===== src/rtl/oric_mem_pkg.sv =====
// Shared types and constants for the Oric main-RAM port arbiter.
// Latency: none (declarations only).
// Backpressure: none (declarations only).
//
// Contents:
//   RAM_AW      default main RAM address width (64 KB)
//   RAM_FILL    byte written into every location by the power-on clear sweep
//   arb_state_t arbiter states: CLEAR (sweep), IDLE (arbitrate), HOST (host completion)
package oric_mem_pkg;

   localparam int         RAM_AW   = 16;
   localparam logic [7:0] RAM_FILL = 8'h01;

   typedef enum logic [1:0] {
      CLEAR = 2'd0,
      IDLE  = 2'd1,
      HOST  = 2'd2
   } arb_state_t;

endpackage


===== src/rtl/ram_port_arbiter.sv =====
// Shares the single-port main RAM between the reset clear sweep, the CPU bus and the host DMA port.
// Latency: request to mem_* 1 clk; read data lands in cpu_q/host_q 3 clks after the request is taken.
// Backpressure: CPU is never stalled (fixed priority); host_req is level and waits for host_ack.
//
// Ports:
//   clk_sys, reset                 single clock, synchronous active-high reset (restarts the sweep)
//   cpu_ce/cpu_addr/cpu_din/cpu_we CPU memory slot, one strobe per >= 4 clocks
//   cpu_q                          CPU read data, held until the next CPU read capture
//   host_req/host_we/host_addr/host_din  host access, level request held until host_ack
//   host_ack/host_q                1-clk completion pulse and host read data
//   clr_busy                       high while the clear sweep runs
//   mem_addr/mem_d/mem_we/mem_q    registered spram interface; mem_q valid 1 clk after mem_addr

// Clear sweep counter. clr_cnt is one bit wider than the address so the MSB
// flags completion and the counter parks there instead of wrapping.
module clear_sweeper
   import oric_mem_pkg::*;
#(
   parameter int ADDR_W = RAM_AW
) (
   input  logic              clk_sys,
   input  logic              reset,
   input  logic              en,
   output logic [ADDR_W-1:0] addr,
   output logic              last,
   output logic              done
);

   logic [ADDR_W:0] clr_cnt;

   always_ff @(posedge clk_sys) begin
      if (reset) begin
         clr_cnt <= '0;
      end else if (en && !clr_cnt[ADDR_W]) begin
         clr_cnt <= clr_cnt + (ADDR_W+1)'(1);
      end
   end

   assign addr = clr_cnt[ADDR_W-1:0];
   assign done = clr_cnt[ADDR_W];
   // Final address of the sweep is being issued this clock.
   assign last = !done && (&addr);

endmodule

module ram_port_arbiter
   import oric_mem_pkg::*;
#(
   parameter int         ADDR_W = RAM_AW,
   parameter logic [7:0] FILL   = RAM_FILL
) (
   input  logic              clk_sys,
   input  logic              reset,
   input  logic              cpu_ce,
   input  logic [ADDR_W-1:0] cpu_addr,
   input  logic [7:0]        cpu_din,
   input  logic              cpu_we,
   output logic [7:0]        cpu_q,
   input  logic              host_req,
   input  logic              host_we,
   input  logic [ADDR_W-1:0] host_addr,
   input  logic [7:0]        host_din,
   output logic              host_ack,
   output logic [7:0]        host_q,
   output logic              clr_busy,
   output logic [ADDR_W-1:0] mem_addr,
   output logic [7:0]        mem_d,
   output logic              mem_we,
   input  logic [7:0]        mem_q
);

   arb_state_t        state;
   arb_state_t        state_nxt;

   logic              sweep_en;
   logic              cpu_go;
   logic              host_go;

   logic [ADDR_W-1:0] clr_addr;
   logic              clr_last;
   logic              clr_done;

   // Read pipeline: p1 = address on mem_addr, p2 = mem_q valid this clock.
   logic              cpu_rd_p1_vld;
   logic              cpu_rd_p2_vld;
   logic              host_rd_p2_vld;
   logic              host_rd_op;

   clear_sweeper #(
      .ADDR_W (ADDR_W)
   ) u_sweeper (
      .clk_sys (clk_sys),
      .reset   (reset),
      .en      (sweep_en),
      .addr    (clr_addr),
      .last    (clr_last),
      .done    (clr_done)
   );

   always_ff @(posedge clk_sys) begin
      if (reset) begin
         state <= CLEAR;
      end else begin
         state <= state_nxt;
      end
   end

   always_comb begin
      state_nxt = state;
      sweep_en  = 1'b0;
      cpu_go    = 1'b0;
      host_go   = 1'b0;
      case (state)
         CLEAR: begin
            sweep_en = 1'b1;
            if (clr_last) begin
               state_nxt = IDLE;
            end
         end
         IDLE: begin
            cpu_go = cpu_ce;
            // Hold off a new host access while the previous read is still in
            // flight or being acked, so a request still held high from the
            // last access is not mistaken for a fresh one.
            host_go = !cpu_ce && host_req && !host_rd_p2_vld && !host_ack;
            if (host_go) begin
               state_nxt = HOST;
            end
         end
         HOST: begin
            // The host access was already issued on entry; this clock stays
            // open for the CPU so a slot landing here is not delayed.
            cpu_go    = cpu_ce;
            state_nxt = IDLE;
         end
         default: begin
            state_nxt = CLEAR;
         end
      endcase
   end

   always_ff @(posedge clk_sys) begin
      if (reset) begin
         mem_addr       <= '0;
         mem_d          <= FILL;
         mem_we         <= 1'b0;
         clr_busy       <= 1'b1;
         cpu_q          <= 8'h00;
         host_q         <= 8'h00;
         host_ack       <= 1'b0;
         host_rd_op     <= 1'b0;
         cpu_rd_p1_vld  <= 1'b0;
         cpu_rd_p2_vld  <= 1'b0;
         host_rd_p2_vld <= 1'b0;
      end else begin
         // Registered so it drops one clock after the last sweep write issues.
         clr_busy <= !clr_done;

         if (sweep_en) begin
            mem_addr <= clr_addr;
            mem_d    <= FILL;
            mem_we   <= 1'b1;
         end else if (cpu_go) begin
            mem_addr <= cpu_addr;
            mem_d    <= cpu_din;
            mem_we   <= cpu_we;
         end else if (host_go) begin
            mem_addr <= host_addr;
            mem_d    <= host_din;
            mem_we   <= host_we;
         end else begin
            mem_we   <= 1'b0;
         end

         if (host_go) begin
            host_rd_op <= !host_we;
         end

         cpu_rd_p1_vld  <= cpu_go && !cpu_we;
         cpu_rd_p2_vld  <= cpu_rd_p1_vld;
         host_rd_p2_vld <= (state == HOST) && host_rd_op;

         if (cpu_rd_p2_vld) begin
            cpu_q <= mem_q;
         end
         if (host_rd_p2_vld) begin
            host_q <= mem_q;
         end

         // Writes ack in the HOST clock; reads ack with the data capture.
         host_ack <= (host_go && host_we) || host_rd_p2_vld;
      end
   end

endmodule


===== config.mk =====
export PLATFORM = sky130hd
export DESIGN_NAME = ram_port_arbiter
export DESIGN_NICKNAME = d
export VERILOG_FILES = /design/src/rtl/oric_mem_pkg.sv /design/src/rtl/ram_port_arbiter.sv
export SDC_FILE = /design/constraint.sdc
export NUM_CORES = 1
export LEC_CHECK = 0
export CORE_ASPECT_RATIO = 1.1
export CORE_MARGIN = 5
export CORE_UTILIZATION = 49
export DETAILED_ROUTE_END_ITERATION = 8
export PLACE_DENSITY_LB_ADDON = 0.1
export SETUP_SLACK_MARGIN = 0.3
export SYNTH_ARGS = -nofsm -noshare
export SYNTH_HDL_FRONTEND = slang
export SYNTH_SLANG_ARGS = --single-unit

===== constraint.sdc =====
create_clock -name clk_sys -period 5.8 [get_ports clk_sys]
set_clock_uncertainty 0.15 [all_clocks]
set_input_delay 0.87 -clock clk_sys [delete_from_list [all_inputs] [get_ports clk_sys]]
set_output_delay 0.87 -clock clk_sys [all_outputs]
set_load 0.01 [all_outputs]

==> metrics.txt <==
status=completed; DRC viols=0; Die Span Y=93.7 um; Max Clock Freq=357 MHz; Avg Cell Area, Syn=9.49 sq um; commonest cells after routing, fill and taps aside=clkdlybuf4s50_1, dfxtp_1, nor2_1; CTS clock-pin slew for the worst setup and hold paths=0.07 ns; area of the core=6190 sq um; Area Overhead vs Synth=39.4%; Worst-Skew Late Latency=0.35 ns; largest net degree at the start of global routing=51; Pwr Density=216 nW/um^2; cell area after synthesis=3120 sq um; Post-Place Setup Slack=2.66 ns; synth top area cells=dfxtp_1, mux2i_1, or4b_2; Cells after Synth=329; post-cts gate resize count=0; Worst Tran Pin Value=0.804 ns; Placed Area=4150 sq um; Hold Crit Class=reg2reg; Worst setup EP type=register; DP Wirelength=5590 um; Cell Count, Final, Fillers Out=507; GRT Resource Usage Total=20.1%; initial antenna violation count=0; relative slew slack=46.4%; Critical Path Slowest Stage Cell=or4b_2; total CTS buffers=9; grt ovf=0; CP Cell Sequence=clkdlybuf4s50_1 -> nand2_1 -> buf_4 -> o21ai_4 -> or4b_2 -> o211ai_1; placer's final routability congestion estimate=0.742; Leak Pwr=1.49 nW; n_diodes=0; overall power=942 uW; Clock Tree Buf Depth=2; Worst setup SP type=input port; Placed Cells=491; Worst VDD drop=0.137 mV; slowest stage delay, CP=0.68 ns; Synth top area share=42.3%; post-synthesis cell type count=38; I/O pin count=105; Cell Rows=30; IO buf count=104; root buffer cell=clkbuf_8; synthesized flop and latch total=66; Final Cell Area=4350 sq um; dominant synthesized flop cell=dfxtp_1; drt wl/cell=15.5 um; number of synthesized flops with an enable pin=0; clk sinks=66; final hold vios=0; Die ar.=8070 sq um; synth warn=0; iteration count of the initial detailed-routing pass=4; Max Slew Vio Count=0; type of the worst setup path=in2reg; first-pass GRT wire length=12800 um; fin crit share=48.3%; cell taking the most area after synthesis=dfxtp_1; initial core utilization=50.4%; post-route minimum period=2.80 ns; hold-fix buffer count after cts=0; post-route setup TNS=0 ns; DR vias/cell=5.33; Worst Path Required=5.91 ns; MaxCap Viol Count=0; ratio of cells with drive above 1 in the final layout=11.9%; post-detailed-routing wire length=7850 um; final setup violation count=0; Synth async-reset ratio=0%; Iter 0 DRT Violations=106; setup bufs post-CTS=0; vias=2703; commonest non-fill, non-tap cell in the layout=clkdlybuf4s50_1; critical path arrival=2.91 ns; DRT antenna net count=0; Worst Path Max Fanout=50; setup ws final=3.00 ns; vias in the first global route=2617; Post-Syn Nets=398; CTS tree=built; sequential area share after synthesis=42.3%; RSZ-0062 raised after global routing=false; total number of H-tree levels=3; # nets final=491; Die W=86.1 um
power breakdown:
group / total (mW) / internal (mW) / switching, mW
logic: 0.0797 / 0.0515 / 0.0282
clock network: 0.396 / 0.221 / 0.175
registers: 0.466 / 0.460 / 0.00676
Yosys cell counts, types with 2 or more instances:
| cell | count |
|---|---|
| a21oi_1 | 13 |
| a31oi_1 | 2 |
| buf_1 | 4 |
| buf_2 | 3 |
| buf_6 | 3 |
| clkbuf_1 | 15 |
| dfxtp_1 | 66 |
| ha_1 | 7 |
| inv_1 | 5 |
| mux2i_1 | 27 |
| nand2_1 | 23 |
| nand2b_1 | 19 |
| nand3_1 | 4 |
| nand4_1 | 5 |
| nor2_1 | 41 |
| nor2b_1 | 4 |
| nor3_1 | 4 |
| nor4_1 | 3 |
| o2111ai_1 | 16 |
| o211ai_1 | 6 |
| o211ai_2 | 10 |
| o21ai_0 | 8 |
| or4b_2 | 16 |
| xnor2_1 | 6 |
| xor2_1 | 6 |
stage by stage:
| stage | util (%) | hold WS, ns |
|---|---|---|
| after floorplan | - | 0.241 |
| after global placement | 67.0 | 0.271 |
| after detailed placement | 67.0 | 0.280 |
| after CTS | 70.3 | 0.292 |
| after global routing | 70.3 | 0.307 |
| final | 70.3 | 0.287 |
metal layers:
layer	routed length [um]	global-route usage [%]	share of wire, %
met1	3260	23.4	41
met2	4040	34.6	51
met3	395	4.82	5.0
met4	155	9.10	2.0
met5	0	0	0
final timing paths:
kind                            cells after the start                    start                         to  slack (ns)
worst max-delay path                                6                   cpu_ce   mem_addr[2]$_SDFFE_PP0P_        3.00
worst min-delay path                                2  host_rd_op$_SDFFE_PP0P_  host_rd_p2_vld$_SDFF_PP0_        0.29
worst max register to register                      7    state[0]$_SDFFE_PP0P_   mem_addr[2]$_SDFFE_PP0P_        3.15
worst min register to register                      2  host_rd_op$_SDFFE_PP0P_  host_rd_p2_vld$_SDFF_PP0_        0.29
state kept, by name (all words and copies together), names as in the netlist, 2 cells and up:
name	count
host_q	8
u_sweeper.clr_cnt	17
mem_d	8
cpu_q	8
state	2
mem_addr	16
critical path, delay by kind of cell:
kind            cells  cell delay (ns)
compound gates      2             0.41
buf+inv             2             0.86
simple gates        2             0.77
cell families (layout without fill, tap and decap cells):
family | after synthesis | in the layout | share of synthesized area, %
adder cells (fa/ha/maj) | 7 | 7 | 2.80
buffers and inverters | 31 | 129 | 5.09
XOR/XNOR | 12 | 12 | 3.37
AND/OR/NAND/NOR | 127 | 127 | 22.7
AO/OA/AOI/OAI | 58 | 58 | 14.7
multiplexers | 28 | 28 | 9.01
flip-flops | 66 | 66 | 42.3
area by class of cell:
class / instances / area (sq um)
clock buffers: 12 / 155
clock inverters: 4 / 50.0
fillers: 508 / 1840
inverters: 5 / 18.8
multi-input cells: 232 / 1640
flip-flops and latches: 66 / 1320
well taps: 80 / 100
repair buffers: 108 / 1070
No activity file was read; power rests on OpenSTA's default activity.
